`config.mk`:
```
export PLATFORM = sky130hd
export DESIGN_NAME = wddl_nor_stage
export DESIGN_NICKNAME = d
export VERILOG_FILES = /design/src/rtl/wddl_pkg.sv /design/src/rtl/wddl_phase_ctrl.sv /design/src/rtl/wddl_nor_stage.sv
export SDC_FILE = /design/constraint.sdc
export NUM_CORES = 1
export LEC_CHECK = 0
export BUFFER_PORTS_ARGS = -buffer_cell sky130_fd_sc_hd__buf_2
export CAP_MARGIN = 20
export CORE_MARGIN = 3
export CORE_UTILIZATION = 35
export DETAILED_ROUTE_END_ITERATION = 8
export GPL_TIMING_DRIVEN = 0
export SLEW_MARGIN = 15
export SYNTH_ARGS = -nofsm -noshare
export SYNTH_HDL_FRONTEND = slang
export SYNTH_HIERARCHICAL = 1
export SYNTH_SLANG_ARGS = --single-unit
```
`constraint.sdc`:
```
create_clock -name clk -period 2.1 [get_ports clk]
set_input_delay 0 -clock clk [delete_from_list [all_inputs] [get_ports clk]]
set_output_delay 0 -clock clk [all_outputs]
set_load 0.005 [all_outputs]
```
`src/rtl/wddl_pkg.sv`:
```
// Shared types and the monotonic dual-rail NOR primitive for the WDDL gate stages.
// Every stage imports this package so that they all agree on rail encoding.
package wddl_pkg;

    typedef enum logic [1:0] {
        IDLE  = 2'd0,
        PRECH = 2'd1,
        EVAL  = 2'd2
    } phase_e;

    localparam int PH_CNT_W  = 4;
    localparam int MAX_FANIN = 8;

    typedef struct packed {
        logic t;
        logic f;
    } rail_t;

    // One bit position gathered across all operands, with operand j at index j.
    typedef logic [MAX_FANIN-1:0] col_t;

    // Unused operand slots must be padded with t=0, f=1 so that they are neutral.
    function automatic rail_t wddl_nor(input col_t op_t, input col_t op_f);
        rail_t r;
        r.t = &op_f;
        r.f = |op_t;
        return r;
    endfunction

endpackage

```
`src/rtl/wddl_phase_ctrl.sv`:
```
// Precharge/evaluate sequencer for a WDDL stage: phase FSM, phase counter,
// registered phase flag, wave-complete pulse and completed-wave counter.
module wddl_phase_ctrl
    import wddl_pkg::*;
#(
    parameter int PRECH_CYCLES = 1,
    parameter int EVAL_CYCLES  = 1,
    parameter int CNT_W        = 16
) (
    input  logic             clk,
    input  logic             rst_n,
    input  logic             en,
    output phase_e           state,
    output logic             is_last_eval,
    output logic             is_prech,
    output logic             phase_eval,
    output logic             out_vld,
    output logic [CNT_W-1:0] wave_cnt
);

    localparam logic [PH_CNT_W-1:0] PRECH_LAST = PH_CNT_W'(PRECH_CYCLES - 1);
    localparam logic [PH_CNT_W-1:0] EVAL_LAST  = PH_CNT_W'(EVAL_CYCLES - 1);

    phase_e              state_q;
    phase_e              state_d;
    logic [PH_CNT_W-1:0] cnt_q;
    logic [PH_CNT_W-1:0] cnt_d;

    assign state = state_q;

    // en is only looked at in IDLE and on the last EVAL cycle, so a wave never aborts.
    always_comb begin
        // NOTE: every output of this block gets a default first; a path that skipped
        // an assignment would infer a latch.
        state_d      = state_q;
        cnt_d        = cnt_q;
        is_last_eval = 1'b0;
        is_prech     = 1'b0;
        unique case (state_q)
            IDLE: begin
                if (en) begin
                    state_d = PRECH;
                    cnt_d   = '0;
                end
            end
            PRECH: begin
                is_prech = 1'b1;
                if (cnt_q == PRECH_LAST) begin
                    state_d = EVAL;
                    cnt_d   = '0;
                end else begin
                    cnt_d = cnt_q + PH_CNT_W'(1);
                end
            end
            EVAL: begin
                if (cnt_q == EVAL_LAST) begin
                    is_last_eval = 1'b1;
                    state_d      = en ? PRECH : IDLE;
                    cnt_d        = '0;
                end else begin
                    cnt_d = cnt_q + PH_CNT_W'(1);
                end
            end
            default: begin
                state_d = IDLE;
                cnt_d   = '0;
            end
        endcase
    end

    // phase_eval is registered from the next state so it is high exactly while in EVAL.
    always_ff @(posedge clk or negedge rst_n) begin
        if (!rst_n) begin
            state_q    <= IDLE;
            cnt_q      <= '0;
            phase_eval <= 1'b0;
            out_vld    <= 1'b0;
            wave_cnt   <= '0;
        end else begin
            // NOTE: sequential state uses non-blocking assignments so every register
            // samples pre-edge values regardless of statement order.
            state_q    <= state_d;
            cnt_q      <= cnt_d;
            phase_eval <= (state_d == EVAL);
            out_vld    <= is_last_eval;
            if (is_last_eval) begin
                wave_cnt <= wave_cnt + CNT_W'(1);
            end
        end
    end

endmodule

```
`src/rtl/wddl_nor_stage.sv`:
```
// WDDL dual-rail FANIN-input NOR pipeline stage with its own phase sequencer
// and sticky rail-integrity flags; outputs lag the phase by one cycle.
module wddl_nor_stage
    import wddl_pkg::*;
#(
    parameter int WIDTH        = 8,
    parameter int FANIN        = 2,
    parameter int PRECH_CYCLES = 1,
    parameter int EVAL_CYCLES  = 1,
    parameter int CNT_W        = 16
) (
    input  logic                   clk,
    input  logic                   rst_n,
    input  logic                   en,
    input  logic [FANIN*WIDTH-1:0] in_t,
    input  logic [FANIN*WIDTH-1:0] in_f,
    input  logic                   err_clr,
    output logic [WIDTH-1:0]       out_t,
    output logic [WIDTH-1:0]       out_f,
    output logic                   phase_eval,
    output logic                   out_vld,
    output logic                   err_collision,
    output logic                   err_incomplete,
    output logic                   err_prech,
    output logic [CNT_W-1:0]       wave_cnt
);

    phase_e           state;
    logic             is_last_eval;
    logic             is_prech;
    logic             in_eval;
    col_t             cols_t [WIDTH];
    col_t             cols_f [WIDTH];
    rail_t            rails  [WIDTH];
    logic [WIDTH-1:0] nor_t;
    logic [WIDTH-1:0] nor_f;
    logic             set_collision;
    logic             set_incomplete;
    logic             set_prech;

    wddl_phase_ctrl #(
        .PRECH_CYCLES (PRECH_CYCLES),
        .EVAL_CYCLES  (EVAL_CYCLES),
        .CNT_W        (CNT_W)
    ) u_phase_ctrl (
        .clk          (clk),
        .rst_n        (rst_n),
        .en           (en),
        .state        (state),
        .is_last_eval (is_last_eval),
        .is_prech     (is_prech),
        .phase_eval   (phase_eval),
        .out_vld      (out_vld),
        .wave_cnt     (wave_cnt)
    );

    assign in_eval = (state == EVAL);

    // Gather each bit position across operands; spare slots are padded neutral.
    always_comb begin
        for (int i = 0; i < WIDTH; i++) begin
            cols_t[i] = '0;
            cols_f[i] = '1;
            for (int j = 0; j < FANIN; j++) begin
                cols_t[i][j] = in_t[j*WIDTH + i];
                cols_f[i][j] = in_f[j*WIDTH + i];
            end
            rails[i] = wddl_nor(cols_t[i], cols_f[i]);
            nor_t[i] = rails[i].t;
            nor_f[i] = rails[i].f;
        end
    end

    assign set_collision  = in_eval      && |(in_t & in_f);
    assign set_incomplete = is_last_eval && |(~(in_t | in_f));
    assign set_prech      = is_prech     && |(in_t | in_f);

    // Outside EVAL the register loads zeros so downstream sees a clean precharge wave.
    always_ff @(posedge clk or negedge rst_n) begin
        // NOTE: every register, including the data path, is cleared by the
        // asynchronous reset so the outputs are 0 the moment rst_n falls.
        if (!rst_n) begin
            out_t          <= '0;
            out_f          <= '0;
            err_collision  <= 1'b0;
            err_incomplete <= 1'b0;
            err_prech      <= 1'b0;
        end else begin
            out_t          <= in_eval ? nor_t : '0;
            out_f          <= in_eval ? nor_f : '0;
            err_collision  <= set_collision  | (err_collision  & ~err_clr);
            err_incomplete <= set_incomplete | (err_incomplete & ~err_clr);
            err_prech      <= set_prech      | (err_prech      & ~err_clr);
        end
    end

endmodule

```
Word-level counts from Yosys, hierarchy flattened
Cells that the tools add are included.

Equality and inequality tests: 4. Shift operators: 0. Multiply operators: 0. Mux-type cells: 13. Order comparisons: 0. Add/sub/neg operators: 2. Reduce and logical (&&, ||, !) cells: 25. Div/mod/pow operators: 0. Bitwise logic cells: 10.

Operators by type and width (number): 16-bit OR reduction (3); 2-bit OR reduction (9); 16-bit by 1-bit adder with 16-bit output, second input constant (1); 16-bit bitwise AND (1); 8-bit two-way mux (2); 16-bit inverter (1); 16-bit bitwise OR (1); 2-bit AND reduction (8); 4-bit two-way mux (2); 4-bit case mux with 2 select lines (1); 2-bit two-way mux (3); 2-bit case mux with 3 select lines (1); 4-bit by 1-bit adder with 4-bit output, second input constant (1); 2-bit == test, second input constant (2); 4-bit zero test (1); 1-bit two-way mux (4); 1-bit bitwise AND (3); 1-bit logical AND (3); 1-bit bitwise OR (3); 2-bit by 1-bit == test with 1-bit output, second input constant (1); 2-bit zero test (1); 2-bit != test, second input constant (1); 1-bit inverter (1).

Latch bits: 0. Register bits after elaboration: 43. Output and inout bits: 37. Bits in writable memories: 0. Bits in read-only memories: 0. Bits of input ports: 36. Word-level logic and storage cells: 64. Memories kept: 0.

Logic depth before layout (Yosys ltp)
Gate-level depths: netlist of run 1.

Depth in word-level cells: 5. Mapped depth: 7. Mapped depth without buffers: 6.

Cells and area by module
The synthesis of run 1 kept the hierarchy.

Modules (own cells, without submodules): wddl_phase_ctrl (seq. area each 600.6 µm², area each 1179.9 µm², cells each 108, instances 1); wddl_nor_stage (seq. area each 475.5 µm², area each 837.1 µm², cells each 80, instances 1).

Worst setup path before layout of run 1
No wires, ideal clock.

Path kind: reg-to-reg. Start point: reg u_phase_ctrl.state_q[0] (netlist: u_phase_ctrl/state[0]). End point: reg u_phase_ctrl.wave_cnt[10]. Slack: 0.435 ns. Period minus slack after synthesis: 1.665 ns. Data required time: 2.021 ns. Buffers on the path: 1. Arrival time: 1.586 ns. Stages on the path, launching flop included: 8. Library setup time: 0.079 ns. Path through: dfrtp_1 inv_1 ha_1 and4bb_2 buf_6 nand4_4 nor4_1 xor2_1.

Cells in the longest elaborated chain, start to end: 2.

RTL lines: start: declaration (RTL line wddl_phase_ctrl.sv:24) `phase_e state_q;`; start signal: assignment (RTL line wddl_phase_ctrl.sv:82) `state_q <= state_d;`; 2-bit == test (RTL line wddl_phase_ctrl.sv:39) `unique case (state_q)`; 1-bit two-way mux (RTL line wddl_phase_ctrl.sv:39); named net is_last_eval (RTL line wddl_nor_stage.sv:29) `logic is_last_eval;`; end signal: assignment (RTL line wddl_phase_ctrl.sv:87) `wave_cnt <= wave_cnt + CNT_W'(1);`; end: declaration (RTL line wddl_phase_ctrl.sv:18) `output logic [CNT_W-1:0] wave_cnt`.

The timed path passes the listed nets, and every way through them passes these cells. A chain may end at the register's enable or synchronous reset.

Worst setup path after layout of run 1
Start point: reg u_phase_ctrl.state_q[0] (netlist: u_phase_ctrl/state[0]). End point: reg u_phase_ctrl.wave_cnt[15].

Same word-level chain as after synthesis.

==> results of run 1 <==
## repair_timing
item,CTS,global route
setup buffers,0,0
hold endpoints to repair,54,0
setup endpoints to repair,0,0
hold buffers,17,0
## worst paths after layout
kind | end | cells past startpoint
min reg2reg | u_phase_ctrl/wave_cnt[15]$_DFFE_PN0P_ | 1
max in group asynchronous | out_t[2]$_DFF_PN0_ | 2
max | u_phase_ctrl/wave_cnt[15]$_DFFE_PN0P_ | 7
max reg2reg | u_phase_ctrl/wave_cnt[15]$_DFFE_PN0P_ | 7
min | out_f[0]$_DFF_PN0_ | 3
min in group asynchronous | out_t[6]$_DFF_PN0_ | 2
## power by group through the flow
stage	registers, mW	logic, mW	clock network, mW
after floorplan	1.15	0.390	0
after global placement	1.15	0.711	0
after detailed placement	1.16	0.717	0
after CTS	1.14	0.749	0.689
after global routing	1.17	0.847	0.718
final	1.14	0.743	0.664
## per-layer routing
layer	GRT usage [%]	part of all wire, %
met5	0	0
met3	3.29	6.3
met4	8.47	2.5
met1	21.0	44
met2	26.2	47
## through the flow
| stage | instances | cell area (um^2) | setup WS [ps] | total power [mW] |
|---|---|---|---|---|
| 2_1_floorplan | 188 | 2020 | 435 | 1.54 |
| 3_3_place_gp | 332 | 2470 | 259 | 1.86 |
| 3_5_place_dp | 332 | 2470 | 244 | 1.87 |
| 4_1_cts | 357 | 2760 | 221 | 2.58 |
| 5_1_grt | 357 | 2760 | 5.86 | 2.74 |
| 6_report | 357 | 2760 | 228 | 2.54 |
## cells by family after synthesis
kind of cell / share of synthesized area, %
AND/OR/NAND/NOR: 22.5
flip-flops: 53.3
AO/OA/AOI/OAI: 10.7
XOR/XNOR: 6.51
buffers and inverters: 2.05
adder cells (fa/ha/maj): 4.34
multiplexers: 0.558
## flip-flops by register name, summed over array words and instances, names as in the netlist
| signal | count |
|---|---|
| u_phase_ctrl/cnt_q | 4 |
| u_phase_ctrl/state | 2 |
| err_incomplete | 1 |
| err_prech | 1 |
| err_collision | 1 |
| out_f | 8 |
| u_phase_ctrl/out_vld | 1 |
| u_phase_ctrl/wave_cnt | 16 |
| out_t | 8 |
| u_phase_ctrl/phase_eval | 1 |
## layout by cell type, fill, tap and decap left out, types with 2 or more instances in the layout
cell type,n
buf_2,72
dfrtp_1,43
nor2_1,22
dlygate4sd3_1,17
nand2_1,10
xor2_1,10
o22ai_1,8
nand3_1,8
and3_1,7
inv_1,7
a22o_1,7
nand4_1,7
nor4_1,7
o21ai_0,7
ha_1,7
clkbuf_8,6
xnor2_1,5
nor3_1,5
nor2b_1,4
a221oi_1,4
nand2b_1,2
nor3b_1,2
## critical path, stage by stage (launching register included)
cell	delay, ps
dfrtp_1	460
inv_1	110
ha_1	220
and4bb_2	250
buf_6	140
nand4_4	180
nor4_1	270
xor2_1	170
## layout make-up
cell class / instances / area share, %
sequential: 43 / 39.1
multi-input combinational: 136 / 32.7
timing repair buffer: 89 / 19.3
tap: 72 / 3.27
clock buffer: 6 / 3.00
clock inverter: 2 / 1.27
inverter: 7 / 0.954
buffer: 2 / 0.545
==> impl_summary.txt, run 1 <==
----------------------------------------------------
[Timing]
  Unrepaired setup endpoints after global routing ... no
  Aggregate negative setup slack ... 0 ps
  Final clock skew ... 8.63 ps
  Worst relative slew slack ... 36.1%
  Hold Fails Final Rpt ... 0
  Slew at the pin with the worst max-slew slack ... 958 ps
  Time the final worst path needs with I/O delays and setup ... 1870 ps
  Number of setup violations in the final report ... 0
  Slew Viols, Final ... 0
  Minimum hold slack ... roughly 6.0 ps
  Share of the clock period used by the worst path ... around nine tenths
  Peak Freq ... about 530 MHz

[Clocking]
  Num CTS Buffers ... 5
  Clock-pin slew on the worst setup and hold paths ... approximately 80 ps
  CTS H-tree depth ... 2
  CTS Sinks ... between 40 and 50
  TritonCTS clock tree ... built
  Buffer cell driving the clock tree root ... clkbuf_8
  Maximum count of clock buffers along a single path ... 2
  Resized cells post-CTS ... 0
  Clock insertion delay at the later pin of the skew report ... roughly 300 ps

[Cells and area]
  Area taken by multi-input logic gates ... approximately 900 um^2
  Final core utilization ... 49.7%
  FF/Latch Area ... 0.00108 mm^2
  Fraction of final layout cells with drive strength greater than 1 ... a little under a third
  Area delta synth->final ... 36.6%
  Antenna diode count ... 0
  Layout net count ... around 330
  Number of fillers in the final layout ... 534

[Setup path]
  Crit Reg-Reg Startpoint ... u_phase_ctrl/state[0]$_DFF_PN0_
  CP Launch Type ... flip-flop
  Worst Path Arrival ... about 2100 ps
  Worst reg2reg setup slack ... between 200 and 250 ps
  Critical path peak fanout ... 10
  Required arrival time at the worst endpoint ... around 2300 ps
  Setup CP Type ... reg2reg
  Element type at the critical path end ... flip-flop
  Startpoint of the most critical setup path ... u_phase_ctrl/state[0]$_DFF_PN0_

[GRT]
  Pin count of the biggest net entering global routing ... 44
  Global-route total usage across every layer ... 16.4%
  Overflow after GRT ... 0
  Vias in the first global route ... approximately 1,800
  Number of antenna violations at the first check in global routing ... 0
  Wire length of the first global-routing pass ... approximately 8.4 mm

[Synthesis]
  Top-area cell type share of the netlist area ... around 53%
  Yosys synthesis warning count ... 6
  Total of flip-flops plus latches after synthesis ... 43
  Netlist Area Pre-Place ... ~0.0020 mm^2
  Synth top area cells ... dfrtp_1, ha_1, xor2_1
  Nets in the synthesized netlist ... 231
  Yosys cell types ... 35
  Cell count after synthesis ... around 190
  Mean instance size in the synthesized netlist ... around 11 um^2
  Most repeated cell in the gate-level netlist after synthesis ... dfrtp_1
  Fraction of the yosys area taken by sequential cells ... ~53%
  Most common flop cell mapped by yosys ... dfrtp_1
  Share of synthesized flip-flops with an asynchronous set or reset ... 100%
  Leading area contributor after synthesis ... dfrtp_1
  Number of enable flip-flop cells after synthesis ... 0
  Commonest cells in the netlist ... dfrtp_1, nor2_1, nand2_1, xor2_1

[Power and ir drop]
  Combinational group share of total power ... between 20% and 30%
  Portion of total power attributed to sequential cells ... 44.7%
  Cell Int Power ... 1.75 mW
  Worst IR drop on VDD ... around 0.47 mV
  Net switching power of the design ... roughly 0.8 mW
  Power per cell area ... between 900 and 1000 mW/mm^2
  Static leakage ... 1.44 nW
  Switching share of power ... a little under a third
  Clock group share of total power ... between 20% and 30%

[Routing]
  Wirelength, routed ... 5.19 mm
  Via count ... roughly 1,800
  Routed len/inst ... between 10 and 15 um
  Final routed DRC violation total ... 0
  Vias per std cell ... between 5 and 6
  Final antenna-violating net count ... 0
  Number of iterations in the first detailed-routing pass ... 7
  DR iter-0 viols ... roughly 110

[Placed design]
  Routability congestion estimate ... between 0.8 and 0.9
  Number of port buffers ... between 70 and 80
  HPWL after DPL ... approximately 3.8 mm

[Status]
  Status ... complete, no violations

[Floorplanning]
  Number of standard-cell rows in the floorplan ... 27
  CORE AREA ... approximately 0.0055 mm^2
  Effective utilization at floorplan ... between 30% and 40%
  Full die area ... 0.00671 mm^2
  X dimension of the die ... just over 80 um
  IO Pins ... 73
  Vertical die dimension ... just over 80 um

[Worst hold path]
  Worst min-delay path category ... in2reg
  Min-delay src ... in_t[8]

[Run]
  MaxCap Viol Count ... 0

----------------------------------------------------
Power figures use the tool's default switching activity.
==> run 2, diff against run 1 <==
--- a/config.mk
+++ b/config.mk
@@ -7,10 +7,14 @@
 export LEC_CHECK = 0
 export BUFFER_PORTS_ARGS = -buffer_cell sky130_fd_sc_hd__buf_2
 export CAP_MARGIN = 20
+export CELL_PAD_IN_SITES_DETAIL_PLACEMENT = 1
+export CELL_PAD_IN_SITES_GLOBAL_PLACEMENT = 2
 export CORE_MARGIN = 3
-export CORE_UTILIZATION = 35
+export CORE_UTILIZATION = 30
+export CTS_BUF_LIST = sky130_fd_sc_hd__clkbuf_4 sky130_fd_sc_hd__clkbuf_8 sky130_fd_sc_hd__clkbuf_16
 export DETAILED_ROUTE_END_ITERATION = 8
 export GPL_TIMING_DRIVEN = 0
+export PLACE_DENSITY_LB_ADDON = 0.1
 export SLEW_MARGIN = 15
 export SYNTH_ARGS = -nofsm -noshare
 export SYNTH_HDL_FRONTEND = slang
==> run 2 against run 1 <==
Effect of this change: critical path depth is the same; flip-flop and latch count unchanged; final area increased by 1.1%; total power down 0.16%; sequential power barely moved; wire length rose by 12%; first-iteration DRC count down 31%; combinational power up 3%; core utilization fell by 6.3 points; critical path type unchanged; critical endpoint is now u_phase_ctrl/wave_cnt[14]$_DFFE_PN0P_; highest routed layer unchanged.
==> impl_summary.txt, run 2 (synthesis results as in run 1) <==
----------------------------------------------------
[Placed design]
  Number of port buffers ... 72
  Cell count after placement ... 337
  Pre-CTS setup slack ... 185 ps
  Routability congestion estimate ... ~0.76
  HPWL after DPL ... 4.42 mm

[Cells and area]
  Register with the most flip-flops ... u_phase_ctrl/wave_cnt
  Leading cell type in the layout, fill and taps excluded ... buf_2
  Flip-flop count of the largest register after layout ... 16
  Top flop regs ... u_phase_ctrl/wave_cnt (16), out_f (8), out_t (8)
  Area delta synth->final ... 38.2%
  Area taken by multi-input logic gates ... 906 um^2
  Number of fillers in the final layout ... around 750
  Fraction of final layout cells with drive strength greater than 1 ... a little under a third
  Antenna diode count ... 0
  Number of standard cells in the final layout excluding fillers ... ~360
  Top library cells by usage in the layout, fill and taps aside ... buf_2, dfrtp_1, nor2_1
  Layout net count ... around 330
  FF/Latch Area ... 0.00108 mm^2

[Timing]
  Slew at the pin with the worst max-slew slack ... between 600 and 700 ps
  Number of setup violations in the final report ... 0
  Peak Freq ... between 500 and 600 MHz
  Worst relative slew slack ... about 60%
  Hold Fails Final Rpt ... 0
  Slew Viols, Final ... 0
  Unrepaired setup endpoints after global routing ... yes
  Final clock skew ... ~9 ps
  Final worst setup slack ... roughly 190 ps
  Share of the clock period used by the worst path ... about nine tenths
  Time the final worst path needs with I/O delays and setup ... roughly 1900 ps

[Clocking]
  Post CTS Setup Buffer Count ... 0
  Maximum count of clock buffers along a single path ... 2
  CTS Sinks ... 43
  CTS H-tree depth ... 2
  TritonCTS clock tree ... built
  Clock-pin slew on the worst setup and hold paths ... 90 ps
  Clock insertion delay at the later pin of the skew report ... 300 ps
  Num CTS Buffers ... 5
  Buffer cell driving the clock tree root ... clkbuf_8

[Setup path]
  Required arrival time at the worst endpoint ... ~2300 ps
  Worst Path Arrival ... 2140 ps
  Critical path peak fanout ... 10
  CP Launch Type ... flip-flop
  Setup CP Type ... reg2reg
  Element type at the critical path end ... flip-flop

[Power and ir drop]
  Static leakage ... ~1.4 nW
  Power per cell area ... approximately 910 mW/mm^2
  Worst IR drop on VDD ... a little under 0.5 mV

[GRT]
  Global-route total usage across every layer ... 15.8%
  Overflow after GRT ... 0
  Vias in the first global route ... just under 2,000
  Wire length of the first global-routing pass ... about 9.4 mm
  Number of antenna violations at the first check in global routing ... 0
  Pin count of the biggest net entering global routing ... 44

[Routing]
  Vias per std cell ... about 5
  DR iter-0 viols ... between 70 and 80
  Via count ... 1,846
  Number of iterations in the first detailed-routing pass ... 4
  Routed len/inst ... 16.0 um
  Final antenna-violating net count ... 0
  Final routed DRC violation total ... 0
  Wirelength, routed ... a little under 6 mm

[Floorplanning]
  CORE AREA ... ~0.0064 mm^2
  Vertical die dimension ... roughly 90 um
  Number of standard-cell rows in the floorplan ... 29
  Full die area ... ~0.0077 mm^2
  Effective utilization at floorplan ... about a third
  IO Pins ... 73
  X dimension of the die ... a little under 90 um

[Status]
  Status ... complete, no violations

[Worst hold path]
  Worst min-delay path category ... in2reg

[Run]
  MaxCap Viol Count ... 0

----------------------------------------------------
-- run 2: layer usage --
layer / part of all wire, % / vias to the layer above / GRT usage (%) / wire [um]
li1: - / 880 / - / -
met1: 44 / 912 / 20.4 / 2550
met5: 0 / - / 0 / 0
met4: 1.4 / 0 / 4.60 / 80
met2: 50 / 47 / 26.6 / 2890
met3: 4.8 / 7 / 3.57 / 279
-- run 2: repair_timing --
item	in CTS	in global routing
setup endpoints to repair	0	1
hold endpoints to repair	52	0
hold buffers	18	0
resized for setup	0	1
-- run 2: layout make-up --
type / instances / share of cell area, %
buffer: 2 / 0.539
clock buffer: 5 / 2.47
clock inverter: 2 / 1.35
inverter: 7 / 0.943
multi-input combinational: 136 / 32.5
sequential: 43 / 38.6
tap: 77 / 3.46
timing repair buffer: 91 / 20.1
-- run 2: power breakdown --
part           total [mW]  leakage, nW  internal (mW)  switching (mW)
Clock               0.638       0.0502          0.348           0.291
Sequential           1.14        0.578          0.995           0.144
Combinational       0.762        0.821          0.373           0.389
Total                2.54         1.45           1.72           0.823
-- run 2: worst max-delay path, stage by stage, from the launching register on --
cell and delay, ps:
dfrtp_1 450, inv_1 110, ha_1 230, and4bb_2 260, buf_6 140, nand4_4 190, nor4_1 280, xor2_1 180
-- run 2: per-stage QoR --
stage	hold slack (ps)	utilization (%)	total power, mW	cell area [um^2]	setup TNS, ps
global placement	211	38.5	1.89	2470	0
CTS	0.734	43.0	2.58	2760	0
finish	7.22	43.4	2.54	2790	0
global route	5.15	43.4	2.73	2790	-11.8
floorplan	-296	-	1.54	2020	0
detailed placement	214	38.5	1.90	2470	0
-- run 2: path summary, 6_finish.rpt --
check / slack [ps] / cells past startpoint / startpoint / to
worst max-delay path: 190 / 7 / u_phase_ctrl/state[0]$_DFF_PN0_ / u_phase_ctrl/wave_cnt[14]$_DFFE_PN0P_
worst min-delay path: 7 / 2 / in_f[3] / out_t[3]$_DFF_PN0_
worst max register to register: 190 / 7 / u_phase_ctrl/state[0]$_DFF_PN0_ / u_phase_ctrl/wave_cnt[14]$_DFFE_PN0P_
worst min register to register: 460 / 1 / u_phase_ctrl/wave_cnt[15]$_DFFE_PN0P_ / u_phase_ctrl/wave_cnt[15]$_DFFE_PN0P_
max in group asynchronous: 1520 / 3 / rst_n / u_phase_ctrl/state[1]$_DFF_PN0_
min in group asynchronous: 110 / 2 / rst_n / u_phase_ctrl/wave_cnt[15]$_DFFE_PN0P_
